--- src/rtl/axi_read_arbiter.sv ---
// axi_read_arbiter: shares one AXI read slave between two requesters.
// Build option AXI_ARB_RR_EN selects round-robin; default is s0 fixed priority.
module axi_read_arbiter #(
    parameter int ADDRESS_WIDTH = 8,
    parameter int DATA_WIDTH    = 32
) (
    input  logic                     aclk,
    input  logic                     aresetn,
    input  logic [ADDRESS_WIDTH-1:0] s0_araddr,
    input  logic [7:0]               s0_arlen,
    input  logic [2:0]               s0_arsize,
    input  logic [1:0]               s0_arburst,
    input  logic                     s0_arvalid,
    output logic                     s0_arready,
    output logic [DATA_WIDTH-1:0]    s0_rdata,
    output logic [1:0]               s0_rresp,
    output logic                     s0_rlast,
    output logic                     s0_rvalid,
    input  logic                     s0_rready,
    input  logic [ADDRESS_WIDTH-1:0] s1_araddr,
    input  logic [7:0]               s1_arlen,
    input  logic [2:0]               s1_arsize,
    input  logic [1:0]               s1_arburst,
    input  logic                     s1_arvalid,
    output logic                     s1_arready,
    output logic [DATA_WIDTH-1:0]    s1_rdata,
    output logic [1:0]               s1_rresp,
    output logic                     s1_rlast,
    output logic                     s1_rvalid,
    input  logic                     s1_rready,
    output logic [ADDRESS_WIDTH-1:0] m_araddr,
    output logic [7:0]               m_arlen,
    output logic [2:0]               m_arsize,
    output logic [1:0]               m_arburst,
    output logic                     m_arvalid,
    input  logic                     m_arready,
    input  logic [DATA_WIDTH-1:0]    m_rdata,
    input  logic [1:0]               m_rresp,
    input  logic                     m_rlast,
    input  logic                     m_rvalid,
    output logic                     m_rready
);

    typedef enum logic [1:0] {
        IDLE,
        ADDR,
        DATA
    } state_e;

    state_e                   state_q;
    logic [ADDRESS_WIDTH-1:0] addr_q;
    logic [7:0]               len_q;
    logic [2:0]               size_q;
    logic [1:0]               burst_q;
    logic                     owner_q;
    logic                     last_grant_q;
    logic                     gnt0;
    logic                     gnt1;

`ifndef AXI_ARB_RR_EN
    logic unused_last_grant;
    assign unused_last_grant = last_grant_q;
`endif

    // Pick the winner among pending requests while idle and out of reset.
    always_comb begin
        gnt0 = 1'b0;
        gnt1 = 1'b0;
        if (aresetn && state_q == IDLE) begin
            if (s0_arvalid && s1_arvalid) begin
`ifdef AXI_ARB_RR_EN
                gnt0 = last_grant_q;
                gnt1 = !last_grant_q;
`else
                gnt0 = 1'b1;
`endif
            end else begin
                gnt0 = s0_arvalid;
                gnt1 = s1_arvalid;
            end
        end
    end

    // Arbitration FSM: latch the grant, issue AR, then forward the burst.
    always_ff @(posedge aclk or negedge aresetn) begin
        if (!aresetn) begin
            state_q      <= IDLE;
            addr_q       <= '0;
            len_q        <= '0;
            size_q       <= '0;
            burst_q      <= '0;
            owner_q      <= 1'b0;
            last_grant_q <= 1'b1;
        end else begin
            unique case (state_q)
                IDLE: begin
                    if (gnt0 || gnt1) begin
                        state_q <= ADDR;
                        owner_q <= gnt1;
                        addr_q  <= gnt1 ? s1_araddr : s0_araddr;
                        len_q   <= gnt1 ? s1_arlen : s0_arlen;
                        size_q  <= gnt1 ? s1_arsize : s0_arsize;
                        burst_q <= gnt1 ? s1_arburst : s0_arburst;
                    end
                end
                ADDR: begin
                    if (m_arready) begin
                        state_q <= DATA;
                    end
                end
                DATA: begin
                    if (m_rvalid && m_rready && m_rlast) begin
                        state_q      <= IDLE;
                        last_grant_q <= owner_q;
                    end
                end
                default: state_q <= IDLE;
            endcase
        end
    end

    assign s0_arready = gnt0;
    assign s1_arready = gnt1;

    assign m_arvalid = (state_q == ADDR);
    assign m_araddr  = addr_q;
    assign m_arlen   = len_q;
    assign m_arsize  = size_q;
    assign m_arburst = burst_q;

    assign m_rready  = (state_q == DATA) &&
                       (owner_q ? s1_rready : s0_rready);
    assign s0_rvalid = (state_q == DATA) && !owner_q && m_rvalid;
    assign s1_rvalid = (state_q == DATA) && owner_q && m_rvalid;

    assign s0_rdata = m_rdata;
    assign s0_rresp = m_rresp;
    assign s0_rlast = m_rlast;
    assign s1_rdata = m_rdata;
    assign s1_rresp = m_rresp;
    assign s1_rlast = m_rlast;

endmodule
--- config.mk ---
export PLATFORM = sky130hd
export DESIGN_NAME = axi_read_arbiter
export DESIGN_NICKNAME = d
export VERILOG_FILES = /design/src/rtl/axi_read_arbiter.sv
export SDC_FILE = /design/constraint.sdc
export NUM_CORES = 1
export LEC_CHECK = 0
export ABC_AREA = 1
export CORE_ASPECT_RATIO = 1.5
export CORE_MARGIN = 5
export CORE_UTILIZATION = 31
export DETAILED_ROUTE_END_ITERATION = 6
export GPL_TIMING_DRIVEN = 1
export HOLD_SLACK_MARGIN = 0.02
export MAX_ROUTING_LAYER = met4
export PLACE_DENSITY = 0.78
export SKIP_LAST_GASP = 1
export SLEW_MARGIN = 0
export SYNTH_ARGS = -nofsm -noshare
export SYNTH_HDL_FRONTEND = slang
export SYNTH_SLANG_ARGS = --single-unit
--- constraint.sdc ---
create_clock -name aclk -period 1.9 [get_ports aclk]
set_clock_uncertainty 0.2 [all_clocks]
set_input_delay 0.285 -clock aclk [delete_from_list [all_inputs] [get_ports aclk]]
set_output_delay 0.285 -clock aclk [all_outputs]
set_load 0.05 [all_outputs]
==> results of run 1 <==
-- path summary, 6_finish.rpt --
kind	startpoint	to	cells after the start
worst max-delay path	aresetn	s1_arready	5
worst min-delay path	aresetn	state_q[1]$_DFFE_PN0P_	2
worst max register to register	state_q[1]$_DFFE_PN0P_	m_arburst[1]$_DFFE_PN0P_	5
worst min register to register	m_arlen[4]$_DFFE_PN0P_	m_arlen[4]$_DFFE_PN0P_	2
max in group asynchronous	aresetn	m_araddr[4]$_DFFE_PN0P_	3
min in group aclk	m_arlen[4]$_DFFE_PN0P_	m_arlen[4]$_DFFE_PN0P_	2
-- synth_stat cells --
master / instances
sky130_fd_sc_hd__a21oi_1: 1
sky130_fd_sc_hd__buf_2: 8
sky130_fd_sc_hd__buf_4: 72
sky130_fd_sc_hd__clkbuf_1: 2
sky130_fd_sc_hd__dfrtp_1: 24
sky130_fd_sc_hd__inv_1: 51
sky130_fd_sc_hd__inv_2: 1
sky130_fd_sc_hd__nand2_1: 66
sky130_fd_sc_hd__nand2_2: 1
sky130_fd_sc_hd__nand3_1: 23
sky130_fd_sc_hd__nand3_2: 2
sky130_fd_sc_hd__nand4_1: 21
sky130_fd_sc_hd__nor2_1: 4
sky130_fd_sc_hd__nor2_4: 1
sky130_fd_sc_hd__nor3_1: 2
sky130_fd_sc_hd__o21ai_0: 2
sky130_fd_sc_hd__o31ai_1: 1
-- kinds of logic (layout without fill, tap and decap cells) --
group / count (synthesis) / in the layout / share of synthesized area, %
buffers and inverters: 134 / 144 / 39.9
AND/OR/NAND/NOR: 120 / 120 / 28.4
flip-flops: 24 / 24 / 30.6
AO/OA/AOI/OAI: 4 / 4 / 1.15
-- repair_timing --
item,in CTS,in global routing
setup endpoints to repair,2,5
hold endpoints to repair,24,0
hold buffers,1,0
pin swaps,0,2
gates resized for setup,0,11
-- metrics by stage --
step,util [%],cell area [µm²],total power (W)
2_1_floorplan,-,1960,0.00270
3_3_place_gp,38.0,2340,0.00310
3_5_place_dp,38.0,2340,0.00313
4_1_cts,39.0,2410,0.00351
5_1_grt,39.5,2440,0.00372
6_report,39.5,2440,0.00350
-- layout make-up --
class	instances	area [µm²]	area share, %
timing repair buffer	88	886	36.3
multi-input combinational	124	609	25.0
sequential	24	602	24.7
inverter	52	195	8.00
tap	74	92.6	3.79
clock buffer	4	55.1	2.26
-- registers in the layout, indices dropped and copies added (netlist names) --
signal,cells
m_arburst,2
state_q,2
m_arsize,3
m_araddr,8
owner_q,1
m_arlen,8
-- layer usage --
| layer | global-route usage, % | up-vias |
|---|---|---|
| met5 | - | - |
| met4 | 12.7 | 0 |
| met3 | 2.24 | 60 |
| met2 | 21.3 | 70 |
| met1 | 13.0 | 670 |
| li1 | - | 808 |
-- report_power, final --
group          internal, W  switching, W
registers         0.000756      0.000162
clock network     0.000185      0.000178
logic             0.000715       0.00151
-- critical path, cell delays in order --
cell and delay, ns:
sky130_fd_sc_hd__dlygate4sd3_1 0.53, sky130_fd_sc_hd__clkbuf_4 0.19, sky130_fd_sc_hd__nand3_2 0.09, sky130_fd_sc_hd__inv_1 0.11, sky130_fd_sc_hd__buf_12 0.14
==> impl_results.md, run 1 <==
- Core footprint: 0.00617 mm²
- Final Hold Violating Endpoints: 0
- Ports: 182
- Synth unique cells: 17
- Mean Syn Cell Area: 6.96 µm²
- Number of standard-cell rows in the floorplan: 35
- Pre-CTS setup slack: 0.105 ns
- Synth Net Count: approximately 370
- Number of antenna violations at the first check in global routing: 0
- Worst hold-check path type: input port to asynchronous set/reset pin
- Max-slew headroom: between 70% and 80%
- GRT Util Overall: 13.3%
- Largest net degree at the start of global routing: 23
- Worst R2R Setup Slack: between 0.3 and 0.4 ns
- Standby leakage power: approximately 1.3 nW
- Routed wl met2: 2.48 mm
- Final-layout fill cell count: about 630
- Drt first pass iters: 6
- Synth-to-Final Area Change: 24.3%
- Worst setup margin: between 0.06 and 0.07 ns
- Wire length of the first global-routing pass: 7.89 mm
- Top cells by area, synth: sky130_fd_sc_hd__dfrtp_1 (31%), sky130_fd_sc_hd__buf_4 (28%), sky130_fd_sc_hd__nand2_1 (13%)
- Max-cap violations: 0
- Final Cycle Share: 96.5%
- Metal3 WL: around 530 µm
- Final Max Slew Viols: 0
- Startpoint Class: input port
- Aggregate negative setup slack: 0 ns
- GRT overflow: 0
- Post-synthesis instance area: 0.00196 mm²
- TritonCTS clock tree: built
- Antenna Violating Nets Remaining: 0
- Buffers from clock root to sink, at most: 2
- Highest ir drop seen on vdd: 645 µV
- Max Clk Rate: ~0.55 GHz
- Worst-path clk slew: 0.09 ns
- Y dimension of the die: 107 µm
- Routed via count: 1608
- Post-synthesis instance total: about 280
- Most common library cell in the layout ignoring fill and taps: sky130_fd_sc_hd__nand2_1
- Synthesized flop and latch total: 24
- Topmost layer with routed signal wires: met4
- Maximum fanout along the worst path: 7
- 1st-iter DRT viols: 50
- Cells after DPL: 361
- Slew @ Worst Pin: approximately 0.43 ns
- H-tree level count: 1
- Critical Path End Type: primary output
- Fraction of layout instances using a drive strength above 1: 19.2%
- Metal1 wirelength: 1.90 mm
- Total detailed-routing wirelength: ~5.4 mm
- HPWL after detailed placement: 4.01 mm
- Result of the run: finished, final reports clean
- IO Port Bufs: 79
- Buffers inserted by post-CTS timing repair: 0
- Library cell occupying the most area in the post-synthesis netlist: sky130_fd_sc_hd__dfrtp_1
- Fin cells: 366
- Final weighted congestion in routability-driven placement: 0.763
- Number of antenna cells inserted: 0
- DIE WIDTH: 75.0 µm
- Number of buffers added by the clock tree synthesis step: 3
- Clock Tree Root: sky130_fd_sc_hd__clkbuf_8
- TritonCTS Sinks: 24
- Power Dens Cells: 1440 mW/mm²
- Unrepaired setup endpoints after global routing: no
- Fin nets: 378
- Count of synthesis-stage warnings from yosys: 0
- Routed wire length per instance: between 10 and 15 µm
- Via count normalized by instance count: 4.39
- Start-to-end type of the worst setup path: input port to primary output
- Most frequent cells in the layout: sky130_fd_sc_hd__nand2_1 (66), sky130_fd_sc_hd__clkdlybuf4s50_1 (49), sky130_fd_sc_hd__inv_1 (48), sky130_fd_sc_hd__buf_4 (29)
- Final critical delay including setup and external delays: 1.83 ns
- Die outline area: 0.00806 mm²
- Post-synthesis sequential area ratio: 30.6%
- Drc violations: 0
- Clock latency on the worst-skew pair: between 0.2 and 0.3 ns
- Effective utilization at floorplan: 31.8%
- Worst endpoint required time: 1.41 ns
- Data arrival time of the critical path: roughly 1.4 ns
- Top-area cell type share of the netlist area: between 30% and 40%
- # setup viols final: 0
- Worst slack on hold paths: about 0.19 ns
- Vias in the first global route: 1585
No activity file was read; power rests on OpenSTA's default activity.
==> run 2: changes to the inputs <==
--- a/config.mk
+++ b/config.mk
@@ -14,6 +14,7 @@
 export HOLD_SLACK_MARGIN = 0.02
 export MAX_ROUTING_LAYER = met4
 export PLACE_DENSITY = 0.78
+export SETUP_SLACK_MARGIN = 0.1
 export SKIP_LAST_GASP = 1
 export SLEW_MARGIN = 0
 export SYNTH_ARGS = -nofsm -noshare
==> run 2 against run 1 <==
Cell area grew 2.2%. Worst setup slack gained 0.067 ns. Critical path depth is the same. Routed wire length grew 2.8%. Sequential cell count is the same. First-iteration DRC count shrank 40%. Worst hold slack lost 0.064 ns. Power grew 2.1%.
==> impl_results.md, run 2 (synthesized netlist as in run 1, its figures left out) <==
- Result of the run: finished, final reports clean
- Aggregate negative setup slack: 0 ns
- Cells after DPL: between 300 and 400
- Worst-path clk slew: about 0.090 ns
- Largest net degree at the start of global routing: 23
- DIE WIDTH: 75.0 µm
- Slew @ Worst Pin: 0.413 ns
- Via count normalized by instance count: approximately 4.4
- HPWL after detailed placement: 4.01 mm
- H-tree level count: 1
- Most frequent cells in the layout: sky130_fd_sc_hd__nand2_1 (66), sky130_fd_sc_hd__clkdlybuf4s50_1 (49), sky130_fd_sc_hd__inv_1 (47), sky130_fd_sc_hd__buf_4 (30), sky130_fd_sc_hd__dfrtp_1 (24)
- Critical Path Max Stage Delay: 0.41 ns
- Number of antenna violations at the first check in global routing: 0
- Max-slew headroom: between 70% and 80%
- Data arrival time of the critical path: 1.28 ns
- Final critical delay including setup and external delays: ~1.8 ns
- GRT overflow: 0
- Final-layout fill cell count: around 630
- Clock latency on the worst-skew pair: 0.27 ns
- # setup viols final: 0
- Clock Tree Root: sky130_fd_sc_hd__clkbuf_8
- IO Port Bufs: a little under 80
- Design Power: 0.00358 W
- Number of buffers added by the clock tree synthesis step: 3
- Unrepaired setup endpoints after global routing: yes
- Startpoint of the worst setup timing path: state_q[0]$_DFFE_PN0P_
- Final Hold Violating Endpoints: 0
- Worst hold-check path type: input port to asynchronous set/reset pin
- Fin cells: approximately 370
- Wire length of the first global-routing pass: 8.15 mm
- Final weighted congestion in routability-driven placement: ~0.76
- Number of antenna cells inserted: 0
- Drc violations: 0
- Max Clk Rate: 0.566 GHz
- 1st-iter DRT viols: 30
- Start-to-end type of the worst setup path: flop to primary output
- Worst endpoint required time: 1.41 ns
- TritonCTS Sinks: 24
- Routed wire length per instance: 15.0 µm
- Maximum fanout along the worst path: 4
- Highest ir drop seen on vdd: about 650 µV
- Cell with the largest stage delay on the worst path: sky130_fd_sc_hd__dfrtp_1
- Antenna Violating Nets Remaining: 0
- Power Dens Cells: 1430 mW/mm²
- Core footprint: 0.00617 mm²
- Number of standard-cell rows in the floorplan: 35
- Die outline area: 0.00806 mm²
- Ports: roughly 180
- Startpoint Class: flop
- Critical path cell sequence: buf_6, nor2_4, nand3_2, inv_2, buf_12
- Number of buffer and inverter stages on the critical path: 3
- Drt first pass iters: 6
- Top delay family on crit path: flip-flops
- Critical R2R Launch: state_q[0]$_DFFE_PN0P_
- Y dimension of the die: 107 µm
- TritonCTS clock tree: built
- Total detailed-routing wirelength: 5.55 mm
- Most common library cell in the layout ignoring fill and taps: sky130_fd_sc_hd__nand2_1
- Routed via count: between 1500 and 2000
- Buffers from clock root to sink, at most: 2
- Effective utilization at floorplan: 31.8%
- Final Max Slew Viols: 0
- Standby leakage power: 1.36 nW
- Critical Path End Type: primary output
- Worst R2R Setup Slack: 0.21 ns
- Final Cycle Share: 93.0%
- Fraction of layout instances using a drive strength above 1: 20.5%
- Vias in the first global route: 1633
- Synth-to-Final Area Change: 27.0%
- GRT Util Overall: 13.7%
- Fin nets: 383
- Max-cap violations: 0
-- run 2: layout make-up --
class	instances	area [µm²]	share of cell area, %
flip-flops and latches	24	601	24.1
inverters	52	195	7.83
repair buffers	93	937	37.6
well taps	74	92.6	3.71
multi-input cells	124	613	24.6
clock buffers	4	55.1	2.21
-- run 2: what timing repair did --
action,CTS,global route
hold buffers,1,1
pin swaps,1,3
gates resized for setup,7,8
endpoints found under the hold margin,24,2
setup endpoints to repair,3,25
buffers inserted,2,2
-- run 2: stage by stage --
stage                     setup slack, ns  utilization (%)  instance area [µm²]  hold slack [ns]
after floorplan                    -0.262                -                 1960           -0.211
after global placement              0.125             38.0                 2340          -0.0723
after detailed placement            0.105             38.0                 2340          -0.0771
after CTS                           0.101             39.6                 2440            0.233
after global routing               0.0537             40.4                 2490            0.142
final                               0.133             40.4                 2490            0.124
-- run 2: metal layers --
metal	part of all wire, %	wire, µm	track usage (%)	up-vias
met5	0	0	-	-
met4	9.0	499	13.0	0
met3	9.3	515	2.34	60
met2	47	2600	22.0	64
met1	35	1940	13.4	693
li1	-	-	-	818
-- run 2: path summary, 6_finish.rpt --
check                                                 to  cells past startpoint
min in group aclk                 m_arlen[4]$_DFFE_PN0P_                      2
worst min register to register    m_arlen[4]$_DFFE_PN0P_                      2
worst max register to register  m_arburst[1]$_DFFE_PN0P_                      7
worst max-delay path                          s0_arready                      5
worst min-delay path            m_arburst[1]$_DFFE_PN0P_                      3
max in group asynchronous         state_q[0]$_DFFE_PN0P_                      3
-- run 2: power breakdown --
part           internal [W]  switching, W
clock              0.000185      0.000177
combinational      0.000769       0.00154
sequential         0.000754      0.000149
total               0.00171       0.00187
-- run 2: worst reg2reg max path: stages (launching register included) --
cell	delay (ns)
sky130_fd_sc_hd__dfrtp_1	0.41
sky130_fd_sc_hd__buf_6	0.13
sky130_fd_sc_hd__nor2_4	0.14
sky130_fd_sc_hd__buf_4	0.12
sky130_fd_sc_hd__buf_4	0.26
sky130_fd_sc_hd__nand4_1	0.14
sky130_fd_sc_hd__nand3_1	0.12
sky130_fd_sc_hd__nand2_1	0.06
